`config.mk`:
```
export PLATFORM = sky130hd
export DESIGN_NAME = modo2_gravador_melodia
export DESIGN_NICKNAME = d
export VERILOG_FILES = /design/src/rtl/fpgaudio_pkg.sv /design/src/rtl/modo2_gravador_melodia_contador_duracao.sv /design/src/rtl/modo2_gravador_melodia.sv
export SDC_FILE = /design/constraint.sdc
export NUM_CORES = 1
export LEC_CHECK = 0
export BUFFER_PORTS_ARGS = -buffer_cell sky130_fd_sc_hd__buf_2
export CORE_UTILIZATION = 45
export CTS_BUF_LIST = sky130_fd_sc_hd__clkbuf_8
export CTS_CLUSTER_SIZE = 40
export DETAILED_ROUTE_END_ITERATION = 12
export PLACE_DENSITY_LB_ADDON = 0.3
export SYNTH_ARGS = -nofsm -noshare
export SYNTH_HDL_FRONTEND = slang
export SYNTH_SLANG_ARGS = --single-unit
```
`constraint.sdc`:
```
create_clock -name clock -period 2 [get_ports clock]
set_input_delay 0.4 -clock clock [delete_from_list [all_inputs] [get_ports clock]]
set_output_delay 0.4 -clock clock [all_outputs]
set_load 0.02 [all_outputs]
```
`src/rtl/fpgaudio_pkg.sv`:
```
// ----------------------------------------------------------------------------
// fpgaudio_pkg
// Shared definitions for the FPGAudio melody recorder (mode 2) and the
// playback decoder (mode 1).
//   estado_t          : recorder FSM state encoding (also exposed on db_estado)
//   NOTA_W            : width of a note code
//   NOTA_SILENCIO     : note code used for silence / rests
//   onehot_para_nota  : 12-bit key vector -> note code (lowest pressed index
//                       wins, key i -> code i+1, no key -> silence)
// ----------------------------------------------------------------------------
package fpgaudio_pkg;

   localparam int NOTA_W = 4;
   localparam logic [NOTA_W-1:0] NOTA_SILENCIO = '0;

   typedef enum logic [3:0] {
      INICIAL      = 4'd0,
      PREPARA      = 4'd1,
      ESPERA_NOTA  = 4'd2,
      MEDINDO      = 4'd3,
      GRAVA        = 4'd4,
      PROXIMO      = 4'd5,
      FIM_GRAVACAO = 4'd6,
      GRAVA_PAUSA  = 4'd7
   } estado_t;

   // Scans from the top so the lowest set index is the last one assigned.
   function automatic logic [NOTA_W-1:0] onehot_para_nota(input logic [11:0] teclas);
      logic [NOTA_W-1:0] nota;
      nota = NOTA_SILENCIO;
      for (int i = 11; i >= 0; i--) begin
         if (teclas[i]) nota = NOTA_W'(i + 1);
      end
      return nota;
   endfunction

endpackage

```
`src/rtl/modo2_gravador_melodia_contador_duracao.sv`:
```
// ----------------------------------------------------------------------------
// contador_duracao
// Beat-unit duration counter: a TICK_DIV-cycle prescaler feeding a saturating
// DUR_W-bit counter.
//   clock, reset : clock (rising edge), asynchronous active-low reset
//   zera         : restart a measurement: prescaler <- 0, duracao <- 1
//   conta        : advance the prescaler by one cycle
//   duracao      : measured duration in beat units, saturates at 2**DUR_W-1
//   tick         : one-cycle pulse when the prescaler wraps
// zera has priority over conta. Reset leaves duracao at 0.
// ----------------------------------------------------------------------------
module contador_duracao #(
   parameter int DUR_W    = 4,
   parameter int TICK_DIV = 12_500_000
) (
   input  logic             clock,
   input  logic             reset,
   input  logic             zera,
   input  logic             conta,
   output logic [DUR_W-1:0] duracao,
   output logic             tick
);

   localparam int PRE_W = (TICK_DIV > 2) ? $clog2(TICK_DIV) : 1;
   localparam logic [PRE_W-1:0] PRE_MAX = PRE_W'(TICK_DIV - 1);
   localparam logic [DUR_W-1:0] DUR_MAX = '1;

   logic [PRE_W-1:0] prescaler;

   assign tick = conta && !zera && (prescaler == PRE_MAX);

   always_ff @(posedge clock or negedge reset) begin
      if (!reset) begin
         prescaler <= '0;
         duracao   <= '0;
      end else if (zera) begin
         prescaler <= '0;
         duracao   <= DUR_W'(1);
      end else if (conta) begin
         if (prescaler == PRE_MAX) begin
            prescaler <= '0;
            if (duracao != DUR_MAX) duracao <= duracao + DUR_W'(1);
         end else begin
            prescaler <= prescaler + PRE_W'(1);
         end
      end
   end

endmodule

```
`src/rtl/modo2_gravador_melodia.sv`:
```
// ----------------------------------------------------------------------------
// modo2_gravador_melodia
// Recording-mode controller/datapath: samples the piano keys, times each key
// hold in beat units and writes one {nota, duracao} word per note into the
// melody RAM read by mode-1 playback.
// Optional build macro: REST_RECORD_EN -- when defined, silences between notes
// (after the first word) are timed and stored as {NOTA_SILENCIO, duracao}.
// Ports:
//   clock, reset     : clock (rising edge), asynchronous active-low reset
//   iniciar          : level, starts/restarts a recording (INICIAL/FIM only)
//   finalizar        : level, ends the recording
//   botoes[11:0]     : piano keys, active-high, lowest index wins
//   mem_addr         : RAM write address
//   mem_dado         : RAM write word {nota, duracao}
//   mem_we           : one-cycle write strobe (RAM writes on the same edge)
//   num_notas        : words written in the current/last recording
//   toca, nota_atual : key being measured and its code (buzzer drive)
//   gravando         : recording in progress
//   cheio            : memory filled during this recording
//   fim              : recording finished
//   db_estado        : current FSM state
// Moore machine: every output is decoded from registered state/datapath, so
// an asynchronous reset drops an in-flight mem_we immediately.
// ----------------------------------------------------------------------------
module modo2_gravador_melodia
   import fpgaudio_pkg::*;
#(
   parameter int NOTE_W   = 4,
   parameter int DUR_W    = 4,
   parameter int ADDR_W   = 5,
   parameter int TICK_DIV = 12_500_000
) (
   input  logic                    clock,
   input  logic                    reset,
   input  logic                    iniciar,
   input  logic                    finalizar,
   input  logic [11:0]             botoes,
   output logic [ADDR_W-1:0]       mem_addr,
   output logic [NOTE_W+DUR_W-1:0] mem_dado,
   output logic                    mem_we,
   output logic [ADDR_W:0]         num_notas,
   output logic                    toca,
   output logic [NOTE_W-1:0]       nota_atual,
   output logic                    gravando,
   output logic                    cheio,
   output logic                    fim,
   output logic [3:0]              db_estado
);

   localparam logic [ADDR_W-1:0] ADDR_MAX = '1;

   estado_t estado, estado_prox;

   logic [ADDR_W-1:0] addr;
   logic [ADDR_W:0]   contagem;
   logic [NOTE_W-1:0] codigo;
   logic [NOTE_W-1:0] nota_lida;
   logic [DUR_W-1:0]  duracao;
   logic              fin_pendente;
   logic              cheio_r;
   logic              zera;
   logic              conta;
   logic              tick_unused;

   assign nota_lida = NOTE_W'(onehot_para_nota(botoes));

`ifdef REST_RECORD_EN
   // A rest is worth storing only once at least one full beat has elapsed.
   logic pausa_valida;
   assign pausa_valida = (contagem != '0) && (duracao >= DUR_W'(2));
`endif

   contador_duracao #(
      .DUR_W    (DUR_W),
      .TICK_DIV (TICK_DIV)
   ) u_contador (
      .clock   (clock),
      .reset   (reset),
      .zera    (zera),
      .conta   (conta),
      .duracao (duracao),
      .tick    (tick_unused)
   );

   // State register
   always_ff @(posedge clock or negedge reset) begin
      if (!reset) estado <= INICIAL;
      else        estado <= estado_prox;
   end

   // Next state and counter control
   always_comb begin
      estado_prox = estado;
      zera        = 1'b0;
      conta       = 1'b0;
      case (estado)
         INICIAL:     if (iniciar) estado_prox = PREPARA;
         PREPARA:     estado_prox = ESPERA_NOTA;
         ESPERA_NOTA: begin
            // finalizar wins over a key pressed in the same cycle
            if (finalizar) begin
               estado_prox = FIM_GRAVACAO;
            end else if (botoes != 12'd0) begin
`ifdef REST_RECORD_EN
               if (pausa_valida) begin
                  estado_prox = GRAVA_PAUSA;
               end else begin
                  zera        = 1'b1;
                  estado_prox = MEDINDO;
               end
`else
               zera        = 1'b1;
               estado_prox = MEDINDO;
`endif
            end else begin
`ifdef REST_RECORD_EN
               conta = (contagem != '0);
`endif
            end
         end
         MEDINDO: begin
            conta = 1'b1;
            if ((botoes == 12'd0) || (nota_lida != codigo) || finalizar)
               estado_prox = GRAVA;
         end
         GRAVA:       estado_prox = PROXIMO;
         PROXIMO: begin
`ifdef REST_RECORD_EN
            // start timing the silence that follows this note
            zera = 1'b1;
`endif
            if ((addr == ADDR_MAX) || fin_pendente) estado_prox = FIM_GRAVACAO;
            else                                    estado_prox = ESPERA_NOTA;
         end
         FIM_GRAVACAO: if (iniciar) estado_prox = PREPARA;
         GRAVA_PAUSA: begin
`ifdef REST_RECORD_EN
            // the key that ended the rest is measured from here on
            zera = 1'b1;
            if (addr == ADDR_MAX) estado_prox = FIM_GRAVACAO;
            else                  estado_prox = MEDINDO;
`else
            estado_prox = INICIAL;
`endif
         end
         default:     estado_prox = INICIAL;
      endcase
   end

   // Address, note count, latched code and flags
   always_ff @(posedge clock or negedge reset) begin
      if (!reset) begin
         addr         <= '0;
         contagem     <= '0;
         codigo       <= '0;
         fin_pendente <= 1'b0;
         cheio_r      <= 1'b0;
      end else begin
         case (estado)
            PREPARA: begin
               addr         <= '0;
               contagem     <= '0;
               fin_pendente <= 1'b0;
               cheio_r      <= 1'b0;
            end
            ESPERA_NOTA: begin
               if (!finalizar && (botoes != 12'd0)) codigo <= nota_lida;
            end
            MEDINDO: begin
               if (finalizar) fin_pendente <= 1'b1;
            end
            GRAVA: contagem <= contagem + (ADDR_W+1)'(1);
            PROXIMO: begin
               // addr never wraps: the last word ends the recording
               if (addr == ADDR_MAX)   cheio_r <= 1'b1;
               else if (!fin_pendente) addr    <= addr + ADDR_W'(1);
            end
`ifdef REST_RECORD_EN
            GRAVA_PAUSA: begin
               contagem <= contagem + (ADDR_W+1)'(1);
               if (addr == ADDR_MAX) cheio_r <= 1'b1;
               else                  addr    <= addr + ADDR_W'(1);
            end
`endif
            default: ;
         endcase
      end
   end

   // Outputs
`ifdef REST_RECORD_EN
   assign mem_we   = (estado == GRAVA) || (estado == GRAVA_PAUSA);
   assign mem_dado = (estado == GRAVA_PAUSA) ? {NOTE_W'(NOTA_SILENCIO), duracao}
                                             : {codigo, duracao};
   assign gravando = (estado == ESPERA_NOTA) || (estado == MEDINDO) ||
                     (estado == GRAVA) || (estado == PROXIMO) ||
                     (estado == GRAVA_PAUSA);
`else
   assign mem_we   = (estado == GRAVA);
   assign mem_dado = {codigo, duracao};
   assign gravando = (estado == ESPERA_NOTA) || (estado == MEDINDO) ||
                     (estado == GRAVA) || (estado == PROXIMO);
`endif
   assign mem_addr   = addr;
   assign num_notas  = contagem;
   assign toca       = (estado == MEDINDO);
   assign nota_atual = toca ? codigo : '0;
   assign cheio      = cheio_r;
   assign fim        = (estado == FIM_GRAVACAO);
   assign db_estado  = estado;

endmodule
```
==> results.toml, run 1 <==
[detailed_routing]
antenna_left = 0
wl_per_cell_um = 13.9
vias = 2856
drcViolationCount = 0
vias_per_cell = 5.64
first_iter_violations = 122
routed_wl_mm = 7.05
firstDrtPassIters = 5

[grt]
busiest_layer = "met2"
grtUsageMet3 = 0.0407
track_usage = 0.219
met1_usage = 0.289
grt_max_degree = 28
met2_usage = 0.373
grt_pass1_vias = 2514
grt-ovfl-total = 0
grt_pass1_wl_mm = 11.4
antenna_found_initial = 0

[synth]
synthCells = 336
synth_top_area_frac = 0.415
syn-cell-area_mm2 = 0.00290
yosys-top-cells-area = "dfrtp_1 (41%), o21ai_0 (6.0%), nor2_1 (5.4%)"
syn-num-nets = 357
yosysTopAreaCell = "dfrtp_1"
synth_common_cells = "dfrtp_1 (48), nor2_1 (42), o21ai_0 (35), nand2_1 (31), a21oi_1 (16)"
yosysWarnings = 0
async_flop_share = 1.00
synth.yosys.seq_area_share = 0.415
yosysMostFrequentCell = "dfrtp_1"
synth_edf_count = 0
ys_ff_latch = 48
synth_cell_types = 51
ys.flop_type = "dfrtp_1"
syn_area_per_cell_um2 = 8.62

[die]
core_mm2 = 0.00606
dieArea_mm2 = 0.00676
num_io_pins = 48
std_cell_rows = 28
die_h_um = 82.2
initial_core_util = 0.478
dieWidth_um = 82.2

[critical_path]
cp.required_ns = 2.21
worstSetupEndpointType = "flip-flop"
crit_type = "in -> reg"
r2r_cells = 7
critPathLaunchType = "input port"
cp_data_arrival_time_ns = 2.22
crit_fanout = 8

[clock_network]
cts-buffers-inserted = 5
cts.root.buffer_cell = "clkbuf_8"
path_clk_slew_ns = 0.09
clock-sinks = 48
clkLatencyLatePin_ns = 0.30
hold_buffers = 0
htreeDepth = 2
cts.path.max_buffers = 2
cts_tree = "done"

[layout]
diodes = 0
final_area_mm2 = 0.00379
post-route-util = 0.625
syn_to_final_growth_pct = 30.8
final_nets = 452
fillers = 524
layout-drive-gt1-share = 0.323

[pwr]
leakagePower_nw = 1.74
power_density_mw_per_mm2 = 1150
ir_worst_vdd_mv = 0.926

[sta]
fin_crit_sh = 1.01
period_needed_ns = 2.02
max_freq_mhz = 496
skew_ns = 0.0106
rsz0062_at_grt = "true"
setup_ws_ns = -0.0165
setup_viol = 1
hold_violations = 0
slew_violations = 0

[placed_design]
port-buffer-count = 46
gp_congestion = 0.867
place_area_mm2 = 0.00352
dp_hpwl_mm = 5.21

[min_path]
hp-class = "in -> async"

[run_status]
violations = "setup timing"
outcome = "complete, but fails checks"

[flow_run]
cap_violations = 0
-- cells in the final DEF, fill, tap and decap left out, drive strengths merged, types with 7 or more instances in the layout --
| master | count |
|---|---|
| and3 | 8 |
| buf | 103 |
| nand3 | 15 |
| inv | 8 |
| xnor2 | 9 |
| dfrtp | 48 |
| a21oi | 16 |
| nand2 | 31 |
| xor2 | 7 |
| nor2 | 42 |
| nand4 | 7 |
| nor3 | 15 |
| o21ai | 36 |
-- report_power, final --
group	leakage, nW	internal, mW	switching (mW)
Combinational	1.04	0.873	1.22
Sequential	0.639	1.19	0.254
Clock	0.0642	0.492	0.320
Total	1.74	2.55	1.79
-- cells by family after synthesis --
family / count (synthesis) / synth area share
simple gates: 152 / 0.271
compound gates: 88 / 0.193
flops: 48 / 0.415
buf+inv: 24 / 0.0432
xor+xnor: 16 / 0.0484
fa+ha+maj: 5 / 0.0216
mux: 2 / 0.00691
other cells: 1 / 0.00129
-- metrics by stage --
| stage | worst slack (ns) | cells | power, mW | hold slack (ns) | TNS (ns) |
|---|---|---|---|---|---|
| after floorplan | -0.232 | 336 | 2.65 | 0.104 | -3.14 |
| after global placement | -0.321 | 494 | 3.34 | 0.357 | -6.26 |
| after detailed placement | -0.361 | 494 | 3.39 | 0.359 | -7.36 |
| after CTS | -0.0180 | 501 | 4.22 | 0.0303 | -0.0236 |
| after global routing | -0.0466 | 506 | 4.64 | 0.0370 | -0.152 |
| final | -0.0165 | 506 | 4.34 | 0.0165 | -0.0165 |
-- layout make-up --
class	instances	area, um^2	share of cell area
clock buffers	5	68.8	0.0182
inverters	9	37.5	0.00991
repair buffers	103	669	0.177
clock inverters	2	60.1	0.0159
flip-flops and latches	48	1200	0.318
multi-input cells	264	1660	0.437
well taps	75	93.8	0.0248
-- per-layer routing --
| layer | vias up | wire length (um) | part of all wire |
|---|---|---|---|
| met1 | 1392 | 3280 | 0.47 |
| met3 | 7 | 254 | 0.036 |
| met4 | 0 | 66 | 0.0094 |
| met2 | 41 | 3450 | 0.49 |
| li1 | 1416 | - | - |
| met5 | - | 0 | 0 |
-- timing repair --
| item | CTS | global route |
|---|---|---|
| setup buffers | 0 | 5 |
| resized for setup | 6 | 19 |
| gates cloned | 0 | 0 |
| pin swaps | 1 | 3 |
| endpoints found under the setup margin | 10 | 24 |
-- flip-flops by register name (all words and copies together), names as in the netlist --
register	flops
cheio	1
codigo	4
db_estado	3
fin_pendente	1
mem_addr	5
num_notas	6
u_contador.duracao	4
u_contador.prescaler	24
-- critical path, stage by stage --
cell and delay [ns]:
buf_2 0.10, or4_4 0.56, o41a_1 0.43, buf_4 0.15, a21o_4 0.21, and4b_1 0.17, nor3_1 0.19
-- final timing paths --
check	slack (ns)	from	to
setup / recovery	-0.02	botoes[3]	u_contador.duracao[2]$_DFFE_PN0P_
hold / removal	0.02	reset	num_notas[2]$_DFFE_PN0P_
setup reg to reg	0.08	mem_addr[0]$_DFFE_PN0P_	mem_addr[3]$_DFFE_PN0P_
hold reg to reg	0.49	u_contador.prescaler[21]$_DFFE_PN0P_	u_contador.prescaler[21]$_DFFE_PN0P_
max in group asynchronous	1.36	reset	codigo[3]$_DFFE_PN0P_
min in group clock	0.49	u_contador.prescaler[21]$_DFFE_PN0P_	u_contador.prescaler[21]$_DFFE_PN0P_
Power figures use the tool's default switching activity.
==> inputs of run 2 (changes only) <==
--- a/config.mk
+++ b/config.mk
@@ -11,6 +11,7 @@
 export CTS_CLUSTER_SIZE = 40
 export DETAILED_ROUTE_END_ITERATION = 12
 export PLACE_DENSITY_LB_ADDON = 0.3
+export RECOVER_POWER = 25
 export SYNTH_ARGS = -nofsm -noshare
 export SYNTH_HDL_FRONTEND = slang
 export SYNTH_SLANG_ARGS = --single-unit
==> run 2 against run 1 <==
First-iteration DRC count shrank 2.5%. Combinational power barely moved. Count of clock-buffer cells in the layout did not move. Final area down 0.13%. Register-to-register slack is essentially flat. Cell count is the same. Largest cell class unchanged. Critical path depth unchanged. Clock skew barely moved. The flow still finishes with violations (setup timing).
==> results.toml, run 2 (same netlist as run 1, synthesis figures left out) <==
[run_status]
outcome = "complete, but fails checks"
violations = "setup timing"

[layout]
syn_to_final_growth_pct = 30.6
largest_reg_flops = 24
layout-drive-gt1-share = 0.318
fillers = 527
final_nets = 452
layout_common_cells = "buf_4 (54), dfrtp_1 (46), buf_2 (45), nor2_1 (40), o21ai_0 (35)"
mostFrequentLayoutCell = "buf_4"
finalNonFillerCells = 506
top_register = "u_contador.prescaler"
diodes = 0

[sta]
maxSlewHeadroom = 0.333
rsz0062_at_grt = "true"
period_needed_ns = 2.02
setup_ws_ns = -0.0158
fin_crit_sh = 1.01
whs_ns = 0.231
slew_violations = 0
hold_violations = 0
setup_viol = 1
tightest_slew_ns = 1.00
max_freq_mhz = 496
skew_ns = 0.0105

[detailed_routing]
drcViolationCount = 0
firstDrtPassIters = 4
vias = 2864
wl_per_cell_um = 13.9
routed_wl_mm = 7.03
antenna_left = 0
vias_per_cell = 5.66
first_iter_violations = 119

[critical_path]
cp_data_arrival_time_ns = 2.22
crit_type = "in -> reg"
critPathLaunchType = "input port"
crit_fanout = 8
cp.required_ns = 2.21
crit_start = "botoes[3]"
reg2reg_from = "mem_addr[0]$_DFFE_PN0P_"
r2r_end = "mem_addr[3]$_DFFE_PN0P_"
r2r_slack_ns = 0.08
setup.worst_path.end = "u_contador.duracao[2]$_DFFE_PN0P_"
worstSetupEndpointType = "flip-flop"
r2r_cells = 7

[die]
dieWidth_um = 82.2
initial_core_util = 0.478
dieArea_mm2 = 0.00676
die_h_um = 82.2
core_mm2 = 0.00606
std_cell_rows = 28
num_io_pins = 48

[placed_design]
place_inst = 494
pre_cts_slack_ns = -0.361
port-buffer-count = 46
dp_hpwl_mm = 5.21
gp_congestion = 0.867

[flow_run]
cap_violations = 0

[grt]
grt-ovfl-total = 0
track_usage = 0.219
antenna_found_initial = 0
grt_pass1_vias = 2514
grt_pass1_wl_mm = 11.4
grt_max_degree = 28

[clock_network]
cts-buffers-inserted = 5
clkLatencyLatePin_ns = 0.30
cts_tree = "done"
htreeDepth = 2
hold_buffers = 0
clock-sinks = 48
cts.path.max_buffers = 2
path_clk_slew_ns = 0.09
cts.root.buffer_cell = "clkbuf_8"

[pwr]
ir_worst_vdd_mv = 0.925
leakagePower_nw = 1.73
power_density_mw_per_mm2 = 1150
finalPower_mw = 4.34

[min_path]
hp-class = "in -> async"
## run 2: worst max-delay path: stages
cell     delay [ns]
buf_2          0.10
or4_4          0.56
o41a_1         0.43
buf_4          0.15
a21o_4         0.21
and4b_1        0.17
nor3_1         0.19
## run 2: repair_timing
action / 4_1_cts / 5_1_grt
setup endpoints to repair: 10 / 24
endpoints found under the hold margin: 0 / 0
gates cloned: 0 / 0
gates resized for setup: 6 / 19
buffers inserted: 0 / 5
pin swaps: 1 / 3
## run 2: routing by layer
layer	up-vias	wire length, um	global-route usage	share of wire
li1	1416	-	-	-
met1	1396	3260	0.289	0.46
met2	45	3440	0.373	0.49
met3	7	261	0.0407	0.037
met4	0	66	0.0456	0.0094
met5	-	0	0	0
## run 2: worst min-delay path by stage
stage	startpoint	endpoint	depth (start not counted)
after floorplan	reset	cheio$_DFFE_PN0P_	0
after global placement	reset	num_notas[2]$_DFFE_PN0P_	1
after detailed placement	reset	num_notas[2]$_DFFE_PN0P_	1
after CTS	reset	num_notas[2]$_DFFE_PN0P_	1
after global routing	reset	num_notas[1]$_DFFE_PN0P_	1
final	reset	num_notas[2]$_DFFE_PN0P_	1
## run 2: area by class of cell
class	count	area (um^2)	share of cell area
multi-input cells	264	1660	0.438
flip-flops and latches	48	1200	0.318
repair buffers	103	664	0.176
well taps	75	93.8	0.0248
clock buffers	5	68.8	0.0182
clock inverters	2	60.1	0.0159
inverters	9	37.5	0.00992
## run 2: power by group
| group | leakage, nW | switching [mW] | total, mW | internal, mW |
|---|---|---|---|---|
| Sequential | 0.639 | 0.254 | 1.44 | 1.19 |
| Combinational | 1.03 | 1.22 | 2.09 | 0.872 |
| Clock | 0.0642 | 0.320 | 0.812 | 0.492 |
## run 2: through the flow
step	TNS, ns	area (um^2)	util
global route	-0.152	3780	0.624
CTS	-0.0236	3670	0.605
global placement	-6.26	3520	0.581
detailed placement	-7.36	3520	0.581
floorplan	-3.14	2900	-
finish	-0.0158	3780	0.624
==> inputs of run 3 (changes only) <==
--- a/config.mk
+++ b/config.mk
@@ -5,6 +5,7 @@
 export SDC_FILE = /design/constraint.sdc
 export NUM_CORES = 1
 export LEC_CHECK = 0
+export ABC_AREA = 1
 export BUFFER_PORTS_ARGS = -buffer_cell sky130_fd_sc_hd__buf_2
 export CORE_UTILIZATION = 45
 export CTS_BUF_LIST = sky130_fd_sc_hd__clkbuf_8
==> run 3 against run 2 <==
Critical endpoint is now nota_atual[0]. Via count down 7.9%. Critical path depth grew 1. Register-to-register slack improved by 0.06 ns. Critical path type is now reg -> out. Combinational power is 23% lower. The run now ends clean. Highest routed layer unchanged.
==> results.toml, run 3 <==
[layout]
top_register = "u_contador.prescaler"
finalNonFillerCells = 531
largest_reg_flops = 24
multi_input_area_mm2 = 0.00145
layout_common_cells = "nand2_1 (93), inv_1 (52), dfrtp_1 (47), buf_2 (41), nor2_1 (40)"
final_area_mm2 = 0.00345
fillers = 574
syn_to_final_growth_pct = 20.7
final_nets = 477
post-route-util = 0.573
layout-drive-gt1-share = 0.224
regArea_mm2 = 0.00120
diodes = 0
mostFrequentLayoutCell = "nand2_1"

[die]
dieWidth_um = 81.7
dieArea_mm2 = 0.00668
die_h_um = 81.7
initial_core_util = 0.475
core_mm2 = 0.00603
std_cell_rows = 28
num_io_pins = 48

[critical_path]
cp.buffers_inverters = 5
max_stage_delay_ns = 0.37
worstSetupEndpointType = "primary output"
crit_type = "reg -> out"
cpMostUsedCell = "inv_2"
r2r_slack_ns = 0.14
cpLargestDelayFamily = "buffers and inverters"
path_cells = "inv_2, nor2_4, inv_2, nor2_4, inv_2, buf_6, nor2_2, buf_4"
critPathSlowestCell = "dfrtp_1"
critPathLaunchType = "flip-flop"
crit_fanout = 7
cp_data_arrival_time_ns = 1.50
cp.required_ns = 1.60

[sta]
maxSlewHeadroom = 0.512
tightest_slew_ns = 0.732
skew_ns = 0.0105
fin_crit_sh = 0.951
whs_ns = 0.423
hold_violations = 0
slew_violations = 0
period_needed_ns = 1.90
max_freq_mhz = 526
setup_viol = 0

[synth]
yosys-top-cells-area = "dfrtp_1 (42%), nand2_1 (12%), inv_1 (6.8%)"
synth_common_cells = "nand2_1 (94), inv_1 (52), dfrtp_1 (48), nor2_1 (46), nand3_1 (31)"
syn-cell-area_mm2 = 0.00286
ys.flop_type = "dfrtp_1"
ys_ff_latch = 48
yosysMostFrequentCell = "nand2_1"
yosysWarnings = 0
syn-num-nets = 409
synth.yosys.seq_area_share = 0.420
synth_cell_types = 40
synthCells = 388
async_flop_share = 1.00
synth_edf_count = 0
yosysTopAreaCell = "dfrtp_1"
synth_top_area_frac = 0.420
syn_area_per_cell_um2 = 7.37

[grt]
grt-ovfl-total = 0
antenna_found_initial = 0
grt_pass1_vias = 2491
track_usage = 0.207
grt_max_degree = 24
grt_pass1_wl_mm = 10.7

[detailed_routing]
firstDrtPassIters = 4
vias = 2638
antenna_left = 0
vias_per_cell = 4.97
wl_per_cell_um = 11.8
first_iter_violations = 175
routed_wl_mm = 6.25
drcViolationCount = 0

[clock_network]
cts.root.buffer_cell = "clkbuf_8"
cts.path.max_buffers = 2
clkLatencyLatePin_ns = 0.30
cts_tree = "done"
cts-buffers-inserted = 5
htreeDepth = 2
path_clk_slew_ns = 0.09
clock-sinks = 48

[pwr]
finalPower_mw = 3.54
power_density_mw_per_mm2 = 1020
leakagePower_nw = 1.78
ir_worst_vdd_mv = 0.589

[placed_design]
port-buffer-count = 46
gp_congestion = 0.867
dp_hpwl_mm = 4.71
place_inst = 513
place_area_mm2 = 0.00324

[run_status]
outcome = "finished, final reports clean"

[min_path]
hp-class = "in -> reg"

[flow_run]
cap_violations = 0
==> run 3: cell types whose count changed in the layout (fill, tap and decap cells not counted), moves of 7 or more <==
cell	previous run	this run
and3_1	7	0
buf_4	54	20
inv_1	8	52
nand2_1	30	93
nand3_1	15	31
nor2_2	1	9
nor3_1	14	7
o21ai_0	35	23
xnor2_1	9	1
==> run 3: cell type report <==
cell class / instances / share of cell area
Sequential cell: 48 / 0.348
Inverter: 57 / 0.0645
Clock buffer: 7 / 0.0279
Multi-Input combinational cell: 279 / 0.421
Tap cell: 75 / 0.0272
Timing Repair Buffer: 65 / 0.112
==> run 3: per-stage QoR <==
stage / TNS, ns / setup WS (ns)
final: 0 / 0.0983
after global routing: -0.0248 / -0.0245
after CTS: 0 / 0.00375
after detailed placement: 0 / 0.0832
after global placement: 0 / 0.136
after floorplan: 0 / 0.127
==> run 3: cells by family (layout without fill, tap and decap cells) <==
| family | after synthesis | count (layout) | share of synthesized area |
|---|---|---|---|
| flops | 48 | 48 | 0.420 |
| xor+xnor | 6 | 6 | 0.0184 |
| mux | 2 | 2 | 0.00743 |
| other cells | 1 | 1 | 0.00131 |
| fa+ha+maj | 5 | 5 | 0.0219 |
| compound gates | 56 | 56 | 0.105 |
| buf+inv | 61 | 129 | 0.0835 |
| simple gates | 209 | 209 | 0.343 |
==> run 3: power breakdown <==
part | total (mW) | internal (mW) | switching (mW)
Clock | 0.622 | 0.308 | 0.313
Sequential | 1.31 | 1.14 | 0.170
Combinational | 1.60 | 0.579 | 1.02
==> run 3: routing by layer <==
layer / share of wire / up-vias / track usage
met5: 0 / - / 0
met4: 0.010 / 0 / 0.0649
met3: 0.032 / 6 / 0.0367
met2: 0.47 / 35 / 0.356
met1: 0.49 / 1211 / 0.263
li1: - / 1386 / -
==> run 3: final timing paths <==
check | from | endpoint | cells after the start
max reg2reg | db_estado[1]$_DFFE_PN0P_ | u_contador.duracao[0]$_DFFE_PN0P_ | 13
min reg2reg | num_notas[4]$_DFFE_PN0P_ | num_notas[4]$_DFFE_PN0P_ | 1
min | finalizar | fin_pendente$_DFFE_PN0P_ | 3
max | db_estado[1]$_DFFE_PN0P_ | nota_atual[0] | 8
max in group asynchronous | reset | u_contador.prescaler[4]$_DFFE_PN0P_ | 3
min in group asynchronous | reset | mem_addr[4]$_DFFE_PN0P_ | 2
==> run 3: worst min-delay path: stages <==
cell	delay [ns]
buf_2	0.13
inv_1	0.08
o21ai_0	0.08
==> run 3: repair_timing <==
| item | in CTS | in global routing |
|---|---|---|
| setup endpoints to repair | 2 | 10 |
| gates resized for setup | 1 | 16 |
| hold buffers | 1 | 0 |
| hold endpoints to repair | 12 | 0 |
| setup buffers | 1 | 9 |
| pin swaps | 0 | 6 |
